[config.mk]
export PLATFORM = sky130hd
export DESIGN_NAME = mem_arbiter
export DESIGN_NICKNAME = d
export VERILOG_FILES = /design/src/rtl/mccp_mem_pkg.sv /design/src/rtl/rr_picker.sv /design/src/rtl/mem_arbiter.sv
export SDC_FILE = /design/constraint.sdc
export NUM_CORES = 1
export LEC_CHECK = 0
export ABC_AREA = 1
export ABC_CLOCK_PERIOD_IN_PS = 2700
export CORE_AREA = 2 2 147 149
export DETAILED_ROUTE_END_ITERATION = 12
export DIE_AREA = 0 0 149 151
export GPL_TIMING_DRIVEN = 0
export PLACE_DENSITY = 0.65
export REMOVE_ABC_BUFFERS = 1
export SLEW_MARGIN = 15
export SYNTH_ARGS = -nofsm -noshare
export SYNTH_HDL_FRONTEND = slang
export SYNTH_SLANG_ARGS = --single-unit
[constraint.sdc]
create_clock -name clk -period 2.7 [get_ports clk]
set_input_delay 0.27 -clock clk [delete_from_list [all_inputs] [get_ports clk]]
set_output_delay 0.27 -clock clk [all_outputs]
set_load 0.02 [all_outputs]
[src/rtl/mccp_mem_pkg.sv]
// Shared definitions for the MCCP memory-side protocol: FSM encoding and
// default widths used by the arbiter, the cores and the SoC top.
package mccp_mem_pkg;

   typedef enum logic [1:0] {
      ST_IDLE    = 2'd0,
      ST_ACCESS  = 2'd1,
      ST_RESPOND = 2'd2
   } state_e;

   localparam int DEF_WIDTH      = 32;
   localparam int DEF_MEM_ADDR_W = 14;

   // Bits needed to index n items, never less than one.
   function automatic int idx_w(input int n);
      return (n > 1) ? $clog2(n) : 1;
   endfunction

endpackage

[src/rtl/rr_picker.sv]
// Combinational round-robin selector: first requester after last_i, wrapping.
module rr_picker
   import mccp_mem_pkg::*;
#(
   parameter int N     = 4,
   parameter int IDX_W = idx_w(N)
) (
   input  logic [N-1:0]     req_i,
   input  logic [IDX_W-1:0] last_i,
   output logic             valid_o,
   output logic [IDX_W-1:0] grant_o
);

   logic [IDX_W-1:0] cand;

   // Scan from the farthest candidate down so the nearest one after last_i wins.
   always_comb begin
      valid_o = 1'b0;
      grant_o = '0;
      cand    = '0;
      for (int k = N; k >= 1; k--) begin
         cand = IDX_W'((int'(last_i) + k) % N);
         if (req_i[cand]) begin
            valid_o = 1'b1;
            grant_o = cand;
         end
      end
   end

endmodule

[src/rtl/mem_arbiter.sv]
// Round-robin memory responder: serves one core's single-word read or write on
// a single-port RAM and returns a one-cycle response pulse with shared read data.
module mem_arbiter
   import mccp_mem_pkg::*;
#(
   parameter int WIDTH       = DEF_WIDTH,
   parameter int N_CORES     = 4,
   parameter int MEM_ADDR_W  = DEF_MEM_ADDR_W,
   parameter int MEM_LATENCY = 1
) (
   input  logic                       clk,
   input  logic                       reset,
   input  logic [N_CORES-1:0]         request,
   input  logic [N_CORES-1:0]         wren,
   input  logic [N_CORES*WIDTH-1:0]   address,
   input  logic [N_CORES*WIDTH-1:0]   writedata,
   output logic [N_CORES-1:0]         response,
   output logic [WIDTH-1:0]           readdata,
   output logic [MEM_ADDR_W-1:0]      mem_address,
   output logic [WIDTH-1:0]           mem_writedata,
   output logic                       mem_wren,
   input  logic [WIDTH-1:0]           mem_readdata
);

   localparam int IDX_W = idx_w(N_CORES);
   localparam int CNT_W = idx_w(MEM_LATENCY + 1);

   state_e                state_q;
   logic [IDX_W-1:0]      last_q;
   logic [CNT_W-1:0]      cnt_q;
   logic [N_CORES-1:0]    response_q;
   logic [WIDTH-1:0]      readdata_q;
   logic [MEM_ADDR_W-1:0] mem_address_q;
   logic [WIDTH-1:0]      mem_writedata_q;
   logic                  mem_wren_q;

   logic                  pick_valid;
   logic [IDX_W-1:0]      pick;

   rr_picker #(.N(N_CORES), .IDX_W(IDX_W)) u_pick (
      .req_i   (request),
      .last_i  (last_q),
      .valid_o (pick_valid),
      .grant_o (pick)
   );

   always_ff @(posedge clk or posedge reset) begin
      if (reset) begin
         state_q         <= ST_IDLE;
         last_q          <= IDX_W'(N_CORES - 1);
         cnt_q           <= '0;
         response_q      <= '0;
         readdata_q      <= '0;
         mem_address_q   <= '0;
         mem_writedata_q <= '0;
         mem_wren_q      <= 1'b0;
      end else begin
         case (state_q)
            ST_IDLE: begin
               if (pick_valid) begin
                  // The granted core's address/data go straight into the RAM-facing registers.
                  last_q          <= pick;
                  cnt_q           <= CNT_W'(MEM_LATENCY);
                  mem_address_q   <= address[int'(pick)*WIDTH +: MEM_ADDR_W];
                  mem_writedata_q <= writedata[int'(pick)*WIDTH +: WIDTH];
                  mem_wren_q      <= wren[pick];
                  state_q         <= ST_ACCESS;
               end
            end
            ST_ACCESS: begin
               mem_wren_q <= 1'b0;
               if (cnt_q == '0) begin
                  readdata_q <= mem_readdata;
                  response_q <= N_CORES'(1) << last_q;
                  state_q    <= ST_RESPOND;
               end else begin
                  cnt_q <= cnt_q - 1'b1;
               end
            end
            ST_RESPOND: begin
               response_q <= '0;
               state_q    <= ST_IDLE;
            end
            default: state_q <= ST_IDLE;
         endcase
      end
   end

   assign response      = response_q;
   assign readdata      = readdata_q;
   assign mem_address   = mem_address_q;
   assign mem_writedata = mem_writedata_q;
   assign mem_wren      = mem_wren_q;

endmodule
==> impl_metrics.py <==
metrics = {
    "timing": {
        "finClkSkew_ns": 0.00549,
        "setup_viol": 0,
        "timing.final.crit_share_pct": 95.1,
        "grt_setup_unrepaired": "no",
        "report.final.hold_viol_count": 0,
        "worst_slew_pin_slew_ns": 0.661,
        "clock.fmax_mhz": 389,
        "final-max-slew-violation-count": 0,
        "fin_ws_ns": 0.132,
        "max-slew-margin-rel_pct": 55.9,
        "final.min_clock_period_ns": 2.57,
    },
    "routing": {
        "detailedRoute.firstIterationViolations": 316,
        "drt_first_pass_iters": 4,
        "route.vias.total": 6246,
        "final_antenna_net_count": 0,
        "drt-total-wl_mm": 22.3,
        "via_per_inst": 4.46,
        "post_drt_wl_per_cell_um": 15.9,
        "detail_route.drc_violations": 0,
    },
    "critical_path": {
        "timing.setup.critical_path_class": "reg -> reg",
        "reg2reg_setup_slack_ns": 0.13,
        "worstSetupStartpoint": "last_q[0]",
        "worst-endpoint-arrival_ns": 2.80,
        "start_kind": "register",
        "timing.reg2reg.worst_path_depth": 12,
        "critical_path.reg2reg.endpoint": "mem_writedata[23]",
        "crit_path_max_fanout": 19,
        "cp-end-kind": "register",
        "cp.required_ns": 2.93,
        "rr_startpoint": "last_q[0]",
    },
    "clock_network": {
        "number_of_clock_buffers_inserted_by_tritoncts": 9,
        "clock_root_buffer": "clkbuf_16",
        "clkSlewWorstSetupHoldPaths_ns": 0.07,
        "clock_tree_from_tritoncts": "yes",
        "htree_num_levels": 3,
        "clock_sinks": 88,
        "ctsLongestPathBuffers": 2,
        "worst_skew_pair.late_latency_ns": 0.35,
    },
    "cells_and_area": {
        "final.fill_count": 2124,
        "syn2layout_area_growth_pct": 71.9,
        "post-route-util_pct": 45.3,
        "layout.cells.non_filler": 1402,
        "layout_net_count": 1423,
        "drive_gt1_share_pct": 6.57,
    },
    "status": {
        "outcome": "complete, no violations",
    },
    "die": {
        "floorplan.io_pins": 381,
        "chipWidth_um": 149,
        "number_of_standard_cell_rows_in_the_floorplan": 53,
        "core_um2": 20800,
        "initial_standard_cell_utilization_of_the_core_pct": 26.3,
        "fp.dieArea_um2": 22500,
        "die_y_um": 151,
    },
    "run": {
        "cap_violations": 0,
    },
    "placement": {
        "dpl.cell_count": 1364,
        "port_buffers": 308,
        "detailed_place_hpwl_mm": 13.4,
        "finalWeightedCongestion": 0.760,
        "placement.setup.worst_slack_ns": -0.671,
    },
    "pwr": {
        "cell_internal_pwr_mw": 6.17,
        "finalPower_mw": 13.1,
        "clock_power_share_pct": 10.1,
        "sw_frac_of_total_pct": 53.1,
        "power.static_leakage_nw": 4.67,
        "irDropWorstVdd_mv": 0.605,
        "comb_power_share_pct": 71.8,
        "power-per-cell-area_nw_per_um2": 1390,
        "switchingPower_mw": 6.97,
        "seq_power_share_pct": 18.1,
    },
    "synthesis": {
        "synth_top_flop_cell": "dfrtp_1",
        "yosys.area_share.xor_xnor_pct": 0,
        "synth_top_family_by_area": "simple AND/OR/NAND/NOR gates",
        "synth_area_leader_cell": "dfrtp_1",
        "synth.top_cell.area_share_pct": 39.2,
        "post_synth_inst_count": 821,
        "synth_top_cells_by_area": "dfrtp_1, nand2_1, nand3_1, inv_1, o211ai_1",
        "synth_enable_flop_cells": 0,
        "ys_async_sr_fraction_pct": 100,
        "synth_compound_gate_area_share_pct": 5.15,
        "post_synthesis_sequential_element_count": 88,
        "avgSynthCellArea_um2": 6.68,
        "synth.cells.most_frequent": "nand2_1, inv_1, nand3_1, dfrtp_1, o211ai_1",
        "synthMuxAreaShare_pct": 0,
        "synth_seq_area_share_pct": 40.2,
        "syn_area_um2": 5490,
        "post_synth_and_or_nand_nor_area_fraction_pct": 38.8,
        "synthAdderAreaFrac_pct": 0.912,
        "yosysWarnings": 0,
        "synth_cell_type_count": 24,
        "post-synth-top-count-cell": "nand2_1",
    },
    "global_route": {
        "grt_antenna_before_repair": 1,
        "gr-total-overflow": 0,
        "via_count_of_the_first_global_routing_pass": 6014,
        "track_usage_pct": 19.1,
        "grt_max_degree": 46,
        "first_pass_grt_wire_length_mm": 32.7,
    },
    "hold_path": {
        "holdCritPathClass": "in -> async",
    },
}
==> layout make-up <==
cell class                 instances  area [um2]  share of cell area (%)
clock buffer                      10         229                    2.43
antenna                            1        2.50                  0.0265
timing repair buffer             320        3260                    34.6
tap                              275         344                    3.65
clock inverter                     6        75.1                   0.796
inverter                         151         583                    6.18
sequential                        88        2200                    23.4
multi-input combinational        551        2730                    28.9
==> sequential cells by signal (all words and copies together) (netlist names) <==
| name | flops |
|---|---|
| mem_writedata | 32 |
| readdata | 32 |
| mem_address | 14 |
| response | 4 |
| last_q | 2 |
| state_q | 2 |
| cnt_q | 1 |
| mem_wren | 1 |
==> placed cells by master, fill, tap and decap left out, types with 6 or more instances in the layout <==
cell type / count
nand2_4: 9
dfrtp_1: 86
or2_2: 13
o21ai_0: 7
clkdlybuf4s50_1: 308
clkbuf_16: 9
nand2_1: 313
nand3_1: 133
o211ai_1: 29
inv_1: 145
nand2_8: 7
or2_1: 16
buf_4: 6
==> metrics by stage <==
stage                     area [um2]  TNS [ns]  hold WS [ns]
after global routing            9430         0         0.348
final                           9430         0         0.313
after floorplan                 5230    -32.85         0.387
after detailed placement        8820    -24.66         0.458
after global placement          8660   -341.52         0.452
after CTS                       9350         0         0.326
==> worst max-delay path, cell delays in order, from the launching register on <==
cell	delay (ns)
dfstp_2	0.56
inv_4	0.11
ha_1	0.36
inv_1	0.10
nand2_1	0.06
nand2_1	0.14
nand2_4	0.11
nand2_4	0.19
nand2_4	0.20
nand2_4	0.33
nand2_1	0.09
nand3_1	0.09
nand3_1	0.08
==> kinds of logic after synthesis <==
| logic type | Yosys count |
|---|---|
| adders and majority gates | 4 |
| and+or+nand+nor | 491 |
| AOI/OAI and AO/OA | 42 |
| buffers and inverters | 196 |
| DFF | 88 |
==> power by group through the flow <==
stage	registers [mW]	logic, mW	clock network (mW)
4_1_cts	2.39	9.20	1.39
3_3_place_gp	2.38	7.49	0
3_5_place_dp	2.41	7.97	0
5_1_grt	2.46	10.3	1.45
2_1_floorplan	3.13	4.05	0
6_report	2.38	9.43	1.33
==> worst max-delay path by stage <==
stage                   endpoint  cells past startpoint  slack [ns]
3_3_place_gp   mem_writedata[12]                      9       -3.85
6_report       mem_writedata[23]                     12        0.13
3_5_place_dp   mem_writedata[12]                     11       -0.67
5_1_grt         mem_writedata[8]                     12       0.007
2_1_floorplan    mem_address[10]                      9       -0.88
4_1_cts        mem_writedata[18]                     12      0.0007
==> per-layer routing <==
layer | track usage (%) | vias up | part of all wire (%)
met4 | 7.38 | 0 | 3.1
met1 | 23.4 | 2812 | 42
met2 | 31.3 | 263 | 47
met5 | 0 | - | 0
met3 | 6.23 | 48 | 8.4
li1 | - | 3123 | -
==> repair_timing <==
action,in CTS,in global routing
gates resized for setup,12,4
hold endpoints to repair,0,0
pin swaps,7,3
buffers inserted,4,3
hold buffers,0,0
cloned,11,3
setup endpoints to repair,49,52
No activity file was read; power rests on OpenSTA's default activity.
